$ cat src/rtl/router_pkg.sv
// Shared definitions for the router transmit path: widths, FSM state encoding and the
// header packing helper used by router_pkt_tx and the router_fsm benches.
package router_pkg;

    localparam int unsigned DATA_WIDTH         = 8;
    localparam int unsigned LEN_WIDTH          = 6;
    localparam int unsigned DEFAULT_GAP_CYCLES = 2;
    localparam int unsigned BUF_DEPTH          = 64;
    localparam int unsigned PTR_WIDTH          = $clog2(BUF_DEPTH);

    typedef enum logic [2:0] {
        StIdle,
        StLoad,
        StHeader,
        StPayload,
        StParity,
        StGap
    } tx_state_e;

    // Length occupies the upper bits, destination port the lower two.
    function automatic logic [DATA_WIDTH-1:0] make_header(input logic [LEN_WIDTH-1:0] len,
                                                          input logic [1:0]           addr);
        return {len, addr};
    endfunction

endpackage

$ cat src/rtl/router_tx_buffer.sv
// Single-clock payload buffer: write pointer fills it during LOAD, read pointer drains it
// during transmission. Read data is combinational so the next byte is ready without a bubble.
module router_tx_buffer
    import router_pkg::*;
(
    input  logic                  clock,
    input  logic                  resetn,
    input  logic                  clear,
    input  logic                  wr_en,
    input  logic [DATA_WIDTH-1:0] wr_data,
    input  logic                  rd_en,
    output logic [DATA_WIDTH-1:0] rd_data
);

    logic [DATA_WIDTH-1:0] mem [BUF_DEPTH];
    logic [PTR_WIDTH-1:0]  wr_ptr_q;
    logic [PTR_WIDTH-1:0]  rd_ptr_q;

    always_ff @(posedge clock) begin
        if (wr_en) begin
            mem[wr_ptr_q] <= wr_data;
        end
    end

    // Pointers restart at every new packet so each payload lands at address 0.
    always_ff @(posedge clock) begin
        if (!resetn || clear) begin
            wr_ptr_q <= '0;
            rd_ptr_q <= '0;
        end else begin
            if (wr_en) begin
                wr_ptr_q <= wr_ptr_q + PTR_WIDTH'(1);
            end
            if (rd_en) begin
                rd_ptr_q <= rd_ptr_q + PTR_WIDTH'(1);
            end
        end
    end

    assign rd_data = mem[rd_ptr_q];

endmodule

$ cat src/rtl/router_pkt_tx.sv
// Router packet source: buffers a host payload, then sends header, payload and XOR parity
// to the router input port while honouring busy backpressure.
module router_pkt_tx
    import router_pkg::*;
#(
    parameter int unsigned GAP_CYCLES = DEFAULT_GAP_CYCLES
) (
    input  logic                  clock,
    input  logic                  resetn,
    input  logic                  cmd_valid,
    output logic                  cmd_ready,
    input  logic [1:0]            cmd_addr,
    input  logic [LEN_WIDTH-1:0]  cmd_len,
    output logic                  cmd_err,
    input  logic                  src_valid,
    output logic                  src_ready,
    input  logic [DATA_WIDTH-1:0] src_data,
    input  logic                  busy,
    output logic                  pkt_valid,
    output logic [DATA_WIDTH-1:0] data_out,
    output logic                  tx_done
);

    localparam int unsigned GapW = (GAP_CYCLES > 1) ? $clog2(GAP_CYCLES) : 1;

    tx_state_e             state_q;
    logic [LEN_WIDTH-1:0]  len_q;
    logic [1:0]            addr_q;
    logic [LEN_WIDTH-1:0]  byte_cnt_q;
    logic [DATA_WIDTH-1:0] parity_q;
    logic [GapW-1:0]       gap_cnt_q;

    logic                  cmd_legal;
    logic                  consume;
    logic                  last_byte;
    logic                  buf_clear;
    logic                  buf_wr;
    logic                  buf_rd;
    logic [DATA_WIDTH-1:0] buf_data;

    assign cmd_ready = (state_q == StIdle);
    assign src_ready = (state_q == StLoad);

    assign cmd_legal = (cmd_len != '0) && (cmd_addr != 2'b11);
    assign consume   = !busy && ((state_q == StHeader) || (state_q == StPayload) ||
                                 (state_q == StParity));
    assign last_byte = (byte_cnt_q == len_q - LEN_WIDTH'(1));

    assign buf_clear = cmd_ready && cmd_valid && cmd_legal;
    assign buf_wr    = src_ready && src_valid;
    // The read pointer runs one byte ahead of data_out, so it advances on header consumption.
    assign buf_rd    = consume && ((state_q == StHeader) ||
                                   ((state_q == StPayload) && !last_byte));

    router_tx_buffer u_buffer (
        .clock   (clock),
        .resetn  (resetn),
        .clear   (buf_clear),
        .wr_en   (buf_wr),
        .wr_data (src_data),
        .rd_en   (buf_rd),
        .rd_data (buf_data)
    );

    always_ff @(posedge clock) begin
        if (!resetn) begin
            state_q    <= StIdle;
            len_q      <= '0;
            addr_q     <= '0;
            byte_cnt_q <= '0;
            parity_q   <= '0;
            gap_cnt_q  <= '0;
            pkt_valid  <= 1'b0;
            data_out   <= '0;
            cmd_err    <= 1'b0;
            tx_done    <= 1'b0;
        end else begin
            cmd_err <= 1'b0;
            tx_done <= 1'b0;
            unique case (state_q)
                StIdle: begin
                    if (cmd_valid) begin
                        if (cmd_legal) begin
                            len_q      <= cmd_len;
                            addr_q     <= cmd_addr;
                            byte_cnt_q <= '0;
                            state_q    <= StLoad;
                        end else begin
                            cmd_err <= 1'b1;
                        end
                    end
                end
                StLoad: begin
                    if (src_valid) begin
                        if (last_byte) begin
                            byte_cnt_q <= '0;
                            pkt_valid  <= 1'b1;
                            data_out   <= make_header(len_q, addr_q);
                            state_q    <= StHeader;
                        end else begin
                            byte_cnt_q <= byte_cnt_q + LEN_WIDTH'(1);
                        end
                    end
                end
                StHeader: begin
                    if (!busy) begin
                        parity_q <= data_out;
                        data_out <= buf_data;
                        state_q  <= StPayload;
                    end
                end
                StPayload: begin
                    if (!busy) begin
                        parity_q <= parity_q ^ data_out;
                        if (last_byte) begin
                            pkt_valid <= 1'b0;
                            data_out  <= parity_q ^ data_out;
                            state_q   <= StParity;
                        end else begin
                            data_out   <= buf_data;
                            byte_cnt_q <= byte_cnt_q + LEN_WIDTH'(1);
                        end
                    end
                end
                StParity: begin
                    if (!busy) begin
                        tx_done   <= 1'b1;
                        data_out  <= '0;
                        gap_cnt_q <= '0;
                        state_q   <= StGap;
                    end
                end
                StGap: begin
                    if (gap_cnt_q == GapW'(GAP_CYCLES - 1)) begin
                        state_q <= StIdle;
                    end else begin
                        gap_cnt_q <= gap_cnt_q + GapW'(1);
                    end
                end
                default: begin
                    state_q <= StIdle;
                end
            endcase
        end
    end

endmodule

$ cat config.mk
export PLATFORM = sky130hd
export DESIGN_NAME = router_pkt_tx
export DESIGN_NICKNAME = d
export VERILOG_FILES = /design/src/rtl/router_pkg.sv /design/src/rtl/router_tx_buffer.sv /design/src/rtl/router_pkt_tx.sv
export SDC_FILE = /design/constraint.sdc
export NUM_CORES = 1
export LEC_CHECK = 0
export ABC_AREA = 1
export CAP_MARGIN = 20
export CELL_PAD_IN_SITES_DETAIL_PLACEMENT = 2
export CELL_PAD_IN_SITES_GLOBAL_PLACEMENT = 2
export CORE_MARGIN = 2
export CORE_UTILIZATION = 30
export CTS_CLUSTER_DIAMETER = 60
export DETAILED_ROUTE_END_ITERATION = 16
export PLACE_DENSITY_LB_ADDON = 0.05
export SLEW_MARGIN = 5
export SYNTH_ARGS = -nofsm -noshare
export SYNTH_HDL_FRONTEND = slang
export SYNTH_SLANG_ARGS = --single-unit
$ cat constraint.sdc
create_clock -name clock -period 2 [get_ports clock]
set_clock_uncertainty 0.1 [all_clocks]
set_input_delay 0.3 -clock clock [delete_from_list [all_inputs] [get_ports clock]]
set_output_delay 0.3 -clock clock [all_outputs]
set_load 0.1 [all_outputs]
==> Word-level counts from Yosys, hierarchy flattened <==
Memory sizes are Yosys's and may differ from the RTL's. A register that Yosys moved wholly into a read port is not among the register bits.
Index checks and enable logic that the tools add are counted.
{ "op_classes": {"add_sub_neg": 5, "eq_ne": 17, "muxes": 41, "n_bitwise": 1, "n_reduce_logical": 30} }
{ "op_table": {"columns": ["cell", "count"], "rows": [
  ["8-bit 2-to-1 mux", 8],
  ["6-bit 2-to-1 mux", 8],
  ["8-bit one-hot mux with 4 select lines", 1],
  ["3-bit 2-to-1 mux", 9],
  ["6-bit by 1-bit adder with 6-bit output, second input constant", 3],
  ["2-bit != test, second input constant", 9],
  ["3-bit one-hot mux with 6 select lines", 1],
  ["6-bit one-hot mux with 3 select lines", 1],
  ["8-bit one-hot mux with 2 select lines", 1],
  ["6-bit AND reduction", 2],
  ["1-bit 2-to-1 mux", 10],
  ["3-bit AND reduction", 3],
  ["9-bit AND reduction", 1],
  ["8-bit XOR", 1],
  ["1-bit logical AND", 7],
  ["3-bit by 2-bit equality test with 1-bit output, second input constant", 2],
  ["3-bit equality test, second input constant", 2],
  ["6-bit equality test", 1],
  ["2-bit nonzero test", 3],
  ["6-bit nonzero test", 1],
  ["6-bit by 1-bit subtractor with 6-bit output, second input constant", 1],
  ["5-bit AND reduction", 1],
  ["1-bit logical OR", 4],
  ["2-bit by 1-bit != test with 1-bit output, second input constant", 2],
  ["8 further kinds", 12]
]} }
{ "totals": {"register_bits": 49, "ram_bits": 512, "input_bits": 21, "word_cells": 107, "memories": 1} }
{ "memory_table": {"columns": ["memory", "depth", "word_bits", "read_ports", "rd_clocked_by_memory_dff", "write_ports", "line", "source"], "rows": [
  ["u_buffer.mem", 64, 8, 1, 1, 1, "router_tx_buffer.sv:15", "logic [DATA_WIDTH-1:0] mem [BUF_DEPTH];"]
]} }

==> Logic depth before layout (Yosys ltp) <==
Gate-level depths: netlist (run 1).
{ "depth": {"ltp_word": 8, "mapped_depth": 16} }

==> Hierarchy <==
A second synthesis (run 1) with hierarchy kept.
{ "unflattened": {"cells_unflattened": 2243, "area_unflattened_um2": 24105.6} }
{ "modules_own_cells": {"columns": ["module", "n_inst", "cells_each", "area_per_inst_um2", "seq_area_each_um2"], "rows": [
  ["router_tx_buffer", 1, 1878, 21695.8, 15735.1],
  ["router_pkt_tx", 1, 365, 2409.8, 740.7]
]} }

==> Worst setup path before layout (run 1) <==
No wires, ideal clock.
{ "synth_path": {"path_type": "reg2reg", "start": "register state_q[2]", "end": "register len_q[3]", "setup_ps": 119, "arrival_time_ps": 2715, "setup_slack_ps": -934, "stages_incl_launch_ff": 11, "cell_sequence": "dfxtp_1 buf_2 nor2_1 inv_1 nor2_1 inv_1 nor2_1 inv_1 buf_2 o21ai_0 a21oi_1"} }
{ "synth_via": {"elab_chain_len": 2} }
{ "synth_lines": {"columns": ["element", "line", "source"], "rows": [
  ["from (decl)", "router_pkt_tx.sv:26", "tx_state_e state_q;"],
  ["from (signal assigned)", "router_pkt_tx.sv:67", "state_q <= StIdle;"],
  ["from (signal assigned)", "router_pkt_tx.sv:87", "state_q <= StLoad;"],
  ["from (signal assigned)", "router_pkt_tx.sv:99", "state_q <= StHeader;"],
  ["3-bit logical NOT", null, null],
  ["via cmd_ready", "router_pkt_tx.sv:11", "output logic cmd_ready,"],
  ["3-bit AND reduction (no line)", null, null],
  ["to (signal assigned)", "router_pkt_tx.sv:84", "len_q <= cmd_len;"],
  ["to (decl)", "router_pkt_tx.sv:27", "logic [LEN_WIDTH-1:0] len_q;"]
]} }
The timed path passes the listed nets, and every way through them passes these cells.
A chain may end at the register's enable or synchronous reset.

==> results.toml, run 1 <==
[global_route]
antenna_found_initial = 3
grt_usage_pct = 21.48
grt_max_degree = 65
grt.overflow.total = 0
first_global_vias = 19780
grt_pass1_wl_mm = 129.5

[routing]
vias = 17762
met3_length_mm = 2.106
drtPass1Iterations = 5
wl_met1_mm = 39.88
drt-total-wl_mm = 88.05
postRouteAntennaNets = 0
wl_met2_mm = 43.57
drt_iter0_drc = 963
via_per_inst = 4.949
post_drt_wl_per_cell_um = 24.53
drcViolationCount = 0
highest_layer = "met4"

[synth]
synth_fa_ha_area_share_pct = 0.2110
synthSimpleGateAreaFrac_pct = 24.36
synthArstFlopShare_pct = 0
synth_top_area_cell = "edfxtp_1"
synth_flop_cell = "edfxtp_1"
muxShareOfSynthArea_pct = 0
yosysTopAreaCellShare_pct = 64.83
post_synth.cell_area_avg_um2 = 10.88
synth_compound_gate_area_share_pct = 1.836
synth_top_family_by_area = "simple AND/OR/NAND/NOR gates"
ys.warnings.count = 0
synth_area_leaders = "edfxtp_1, nand2_1, nand3_1, dfxtp_1, nor2_1"
synth_edf_count = 512
syn_inst = 2179
syn_nets = 2204
post-synth-top-count-cell = "nand2_1"
synthTopCellsByCount = "nand2_1, edfxtp_1, nand3_1"
synth_seq_cells = 567
synth-xor-area-share_pct = 0.8811
synth_cell_type_count = 37
ys_seq_area_share_pct = 69.47
syn_area_mm2 = 0.02372

[cts]
ctsHoldBuffers = 0
path_clk_slew_ps = 60
cts.sinks = 567
cts_htree_levels = 3
clock_tree.buffer_depth = 3
cts_tree = "built"
cts_made_buffers = 74
cts_root_buf = "clkbuf_16"
clock_latency_ps = 620

[place]
dp_cells = 3387
hpwl_mm = 54.00
post-place-ws_ps = -463.4
port_buffers = 33
placed_area_mm2 = 0.02785
gp_congestion = 0.7664

[sta]
fin_crit_sh_pct = 108.2
setup_viol = 432
fmaxAchievable_mhz = 462.1
tightest_slew_ps = 750.8
period_needed_ps = 2164
relSlewSlack_pct = 49.83
drv_slew = 0
hold_viol_final = 0
finalWorstSetupSlack_ps = -163.9
rsz0062_at_grt = "true"
setup_tns_ps = -24360

[pwr]
p_int_w = 0.02455
p_clk_share_pct = 36.7
seqPwrFrac_pct = 37.8
p_comb_share_pct = 25.6
switching_share_pct = 30.87
switching_power_w = 0.01096
ir_drop_v = 0.0006647
power_density_mw_per_mm2 = 1056
leakage_nw = 12.10

[worst_hold_path]
min-delay-start = "src_data[0]"
worstHoldPathCells = 1
worstHoldPathType = "primary input to flop"
worstHoldEndpoint = "u_buffer.mem[37][0]$_DFFE_PP_"

[cells_and_area]
drive_gt1_share_pct = 33.07
n_fill_cell = 7907
final_cells = 3589
fin_nets = 2505
final_util_pct = 42.77
fin_area_mm2 = 0.03363
syn_to_final_growth_pct = 41.79

[critical_path]
cp-start-kind = "flop"
endpoint_kind = "flop"
reg2reg_depth = 17
worstPathArrival_ps = 2540
critPathTopFamily = "simple AND/OR/NAND/NOR gates"
crit_slowest_cell = "dfxtp_4"
worstSetupPathType = "flop to flop"
cpMostUsedCell = "nand2_2"
worstPathRequired_ps = 2380
crit_chain = "buf_12, clkinv_16, buf_12, buf_12, buf_8, nand2_2, nand3_2, nand3_2, nand3_2, nand2_4, nand2_2, nand3_2, nand2_2, nand2_2, nand2_2, nand2_2, a21oi_2"
reg2reg_slack_ps = -160
slowest_delay_ps = 370
rr_endpoint = "data_out[4]$_SDFFE_PN0P_"
crit_buf_inv = 5
cp_max_fo = 8

[floorplanning]
num_rows = 103
pin_count = 34
start_util_pct = 30.17
core_mm2 = 0.07861
die_h_um = 285.2
die_area_mm2 = 0.08132
die_w_um = 285.2

[outcome]
status = "complete, but fails checks"
failed_checks = "negative setup slack"

[run]
max_cap_violations = 0
## metrics by stage
stage	hold WS (ps)	power [W]
floorplan	298.9	0.01739
global placement	351.4	0.02028
detailed placement	365.0	0.02040
CTS	10.08	0.03500
global route	27.99	0.03704
finish	42.94	0.03551
## area by class of cell
cell class / count / area (um^2) / area share [%]
clock inverter: 39 / 372.9 / 1.109
multi-input combinational: 1437 / 8548 / 25.42
timing repair inverter: 2 / 31.28 / 0.09302
antenna: 2 / 5.005 / 0.01488
tap: 1050 / 1314 / 3.907
timing repair buffer: 345 / 4608 / 13.70
clock buffer: 94 / 2001 / 5.950
inverter: 53 / 250.2 / 0.7442
sequential: 567 / 16500 / 49.06
## power by group through the flow
stage	Clock [W]	Combinational, W	Sequential (W)
5_1_grt	0.0138	0.00982	0.0134
4_1_cts	0.0134	0.00824	0.0134
2_1_floorplan	0	0.00343	0.0140
3_3_place_gp	0	0.00663	0.0137
3_5_place_dp	0	0.00675	0.0137
6_report	0.0130	0.00907	0.0134
## layout by cell type (no fill, tap or decap), types with 12 or more instances in the layout
master / n
buf_12: 98
a21oi_2: 17
buf_16: 15
clkbuf_16: 81
a21oi_1: 34
buf_6: 45
clkinv_1: 14
buf_8: 19
nand2_1: 599
dfxtp_1: 47
edfxtp_1: 512
nor2_1: 44
nor2_4: 70
nand2_2: 66
inv_1: 33
clkdlybuf4s50_1: 12
clkbuf_1: 16
nand2_4: 27
nand3_1: 339
nand3_4: 28
buf_4: 140
nand3_2: 132
## sequential cells by signal, indices dropped and copies added (netlist names), 2 cells and up, named ones only
| name | count |
|---|---|
| byte_cnt_q | 6 |
| data_out | 8 |
| u_buffer.wr_ptr_q | 6 |
| u_buffer.mem | 512 |
| state_q | 3 |
| addr_q | 2 |
| len_q | 6 |
| u_buffer.rd_ptr_q | 6 |
| parity_q | 8 |
## worst max path at each step
stage / start / to / slack (ps) / depth (start not counted)
finish: flop / data_out[4]$_SDFFE_PN0P_ / -160 / 17
floorplan: state_q[0]$_SDFFE_PN0P_ / u_buffer.mem[44][0]$_DFFE_PP_ / -440 / 10
detailed placement: flop / data_out[4]$_SDFFE_PN0P_ / -460 / 15
global placement: flop / data_out[4]$_SDFFE_PN0P_ / -450 / 15
CTS: flop / data_out[1]$_SDFFE_PN0P_ / -140 / 17
global route: flop / data_out[7]$_SDFFE_PN0P_ / -280 / 16
## layer usage
layer | up-vias | global-route usage, %
met3 | 125 | 3.016
met4 | 0 | 6.976
li1 | 8226 | -
met5 | - | 0
met1 | 9168 | 28.20
met2 | 243 | 36.55
## logic make-up after synthesis
family,after synthesis
simple gates,1329
flops,567
buf+inv,175
compound gates,81
xor+xnor,23
fa+ha+maj,4
## timing repair
| action | in CTS | in global routing |
|---|---|---|
| hold endpoints to repair | 0 | 0 |
| setup buffers | 37 | 17 |
| gates cloned | 16 | 5 |
| pin swaps | 99 | 76 |
| gates resized for setup | 341 | 234 |
| setup endpoints to repair | 496 | 544 |
(Power assumes the default switching activity.)
==> run 2, diff against run 1 <==
- CORE_UTILIZATION: 30 -> 38
- SLEW_MARGIN: 5 -> 20
==> run 2 against run 1 <==
- the flow still finishes with violations (negative setup slack)
- combinational power rose by 1%
- fmax fell by 8.2%
- register-to-register slack got worse by 190 ps
- sequential share of layout area rose by 1.7 points
- sequential power barely moved
- via count rose by 5.2%
- largest power group unchanged
==> results.toml, run 2 (same netlist as run 1, synthesis figures left out) <==
[outcome]
status = "complete, but fails checks"
failed_checks = "negative setup slack"

[cells_and_area]
n_fill_cell = 5939
fin_area_mm2 = 0.03248
syn_to_final_growth_pct = 36.98
regMostFlops = "u_buffer.mem"
drive_gt1_share_pct = 30.45
top_regs = "u_buffer.mem: 512 flops, data_out: 8 flops, parity_q: 8 flops"
diodes = 0
largest_reg_flops = 512
final_cell_mix = "nand2_1, edfxtp_1, nand3_1"
fin_nets = 2483
final_common_cell = "nand2_1"

[cts]
clock_tree.buffer_depth = 3
clock_latency_ps = 610
cts_root_buf = "clkbuf_16"
cts.sinks = 567
cts_made_buffers = 68
path_clk_slew_ps = 60
cts_htree_levels = 3
cts_tree = "built"

[critical_path]
worstSetupPathType = "flop to flop"
reg2reg_depth = 17
reg2reg_slack_ps = -360
cp_max_fo = 9
crit_buf_inv = 5
slowest_delay_ps = 400
worstPathArrival_ps = 2740
cpMostUsedCell = "nand2_1"
crit_slowest_cell = "dfxtp_4"
endpoint_kind = "flop"
critPathTopFamily = "simple AND/OR/NAND/NOR gates"
setup.worst_path.end = "data_out[0]$_SDFFE_PN0P_"
rr_endpoint = "data_out[0]$_SDFFE_PN0P_"
cp.depth = 17
cp-start-kind = "flop"
crit_chain = "buf_6, inv_12, buf_4, buf_12, clkbuf_16, nand2_1, nand3_1, nand3_1, nand3_2, nand2_1, nand2_1, nand3_2, nand2_2, nand2_1, nand2_1, nand2_1, a21oi_2"
worstPathRequired_ps = 2380

[sta]
finalWorstSetupSlack_ps = -358.3
tightest_slew_ps = 671.2
hold_viol_final = 0
fin_crit_sh_pct = 117.9
relSlewSlack_pct = 55.20
rsz0062_at_grt = "true"
drv_slew = 0
setup_viol = 542
period_needed_ps = 2358
fmaxAchievable_mhz = 424.0

[global_route]
grt.overflow.total = 0
antenna_found_initial = 0
grt_max_degree = 65
grt_usage_pct = 27.85
first_global_vias = 20211
grt_pass1_wl_mm = 130.9

[floorplanning]
core_mm2 = 0.06171
die_w_um = 253.8
die_h_um = 253.8
start_util_pct = 38.43
pin_count = 34
die_area_mm2 = 0.06442
num_rows = 91

[pwr]
p_clk_share_pct = 35.8
leakage_nw = 11.83
p_int_w = 0.02419
switching_share_pct = 31.30
p_comb_share_pct = 26.1
seqPwrFrac_pct = 38.2
ir_drop_v = 0.0009804
switching_power_w = 0.01103
power_density_mw_per_mm2 = 1084

[run]
max_cap_violations = 0

[place]
gp_congestion = 0.8289
placed_area_mm2 = 0.02719
post-place-ws_ps = -479.4
hpwl_mm = 53.58
port_buffers = 33

[worst_hold_path]
worstHoldPathType = "primary input to flop"

[routing]
drcViolationCount = 0
via_per_inst = 5.586
drt-total-wl_mm = 97.63
drt_iter0_drc = 1446
post_drt_wl_per_cell_um = 29.18
vias = 18691
postRouteAntennaNets = 0
drtPass1Iterations = 5
==> run 2: cell count changes in the layout (fill, tap and decap cells not counted), moves of 4 or more <==
cell        before  now
buf_12          98   83
clkinvlp_4       2    6
nand2_4         27   20
nand2_8          6    0
buf_6           45   68
nor2_4          70   74
nand3_1        339  359
nand2_2         66   42
buf_4          140  126
buf_8           19    6
clkinv_2        11    7
nand3_4         28   10
nand2_1        599  636
clkbuf_1        16   12
==> run 2: worst reg2reg max path: stages (launching register included) <==
cell and delay (ps):
dfxtp_4 400, buf_6 140, inv_12 50, buf_4 140
buf_12 130, clkbuf_16 170, nand2_1 90, nand3_1 110
nand3_1 110, nand3_2 130, nand2_1 110, nand2_1 90
nand3_2 170, nand2_2 70, nand2_1 70, nand2_1 50
nand2_1 80, a21oi_2 50
==> run 2: repair_timing <==
| item | CTS | global route |
|---|---|---|
| pin swaps | 40 | 64 |
| hold buffers | 1 | 0 |
| endpoints found under the setup margin | 539 | 548 |
| setup buffers | 30 | 28 |
| hold endpoints to repair | 6 | 0 |
| resized for setup | 252 | 215 |
| gates cloned | 10 | 14 |
==> run 2: layer usage <==
| layer | up-vias | wire length (um) | part of all wire [%] | GRT usage (%) |
|---|---|---|---|---|
| met5 | - | 0 | 0 | 0 |
| met3 | 200 | 4148 | 4.2 | 3.093 |
| met4 | 0 | 4357 | 4.5 | 10.47 |
| met1 | 9801 | 40290 | 41 | 35.59 |
| met2 | 515 | 48840 | 50 | 48.68 |
| li1 | 8175 | - | - | - |
==> run 2: cell type report <==
class                   count  area, um^2  area share (%)
flip-flops and latches    567       16500           50.79
multi-input cells        1437        8120           25.00
repair buffers            330        4334           13.34
clock buffers              85        1849           5.693
well taps                 837        1047           3.224
clock inverters            36       375.4           1.155
inverters                  53       239.0          0.7357
repair inverters            1       20.02         0.06163
==> run 2: power groups by stage <==
| stage | sequential (W) | clock, W | combinational (W) |
|---|---|---|---|
| finish | 0.0134 | 0.0126 | 0.00919 |
| global placement | 0.0136 | 0 | 0.00641 |
| detailed placement | 0.0137 | 0 | 0.00667 |
| floorplan | 0.0140 | 0 | 0.00343 |
| CTS | 0.0134 | 0.0127 | 0.00776 |
| global route | 0.0135 | 0.0131 | 0.00970 |
==> run 2: worst min-delay path by stage <==
stage | depth (start not counted) | slack (ps) | from | endpoint
finish | 2 | 130 | src_data[1] | u_buffer.mem[39][1]$_DFFE_PP_
global route | 2 | 130 | src_data[1] | u_buffer.mem[39][1]$_DFFE_PP_
CTS | 2 | 130 | src_data[3] | u_buffer.mem[32][3]$_DFFE_PP_
detailed placement | 2 | 360 | gap_cnt_q$_SDFFE_PN0P_ | gap_cnt_q$_SDFFE_PN0P_
global placement | 2 | 350 | gap_cnt_q$_SDFFE_PN0P_ | gap_cnt_q$_SDFFE_PN0P_
floorplan | 0 | 300 | src_data[0] | u_buffer.mem[0][0]$_DFFE_PP_
==> run 2: metrics by stage <==
step	util, %	setup TNS, ps	hold WS, ps	total power, W	std cells
detailed placement	44.06	-179020	358.0	0.02033	3145
global placement	44.06	-150960	350.0	0.02005	3145
global route	52.64	-95540	134.6	0.03627	3346
floorplan	-	-179810	298.9	0.01739	2179
finish	52.64	-56190	125.3	0.03522	3346
CTS	50.28	-20430	126.3	0.03391	3307
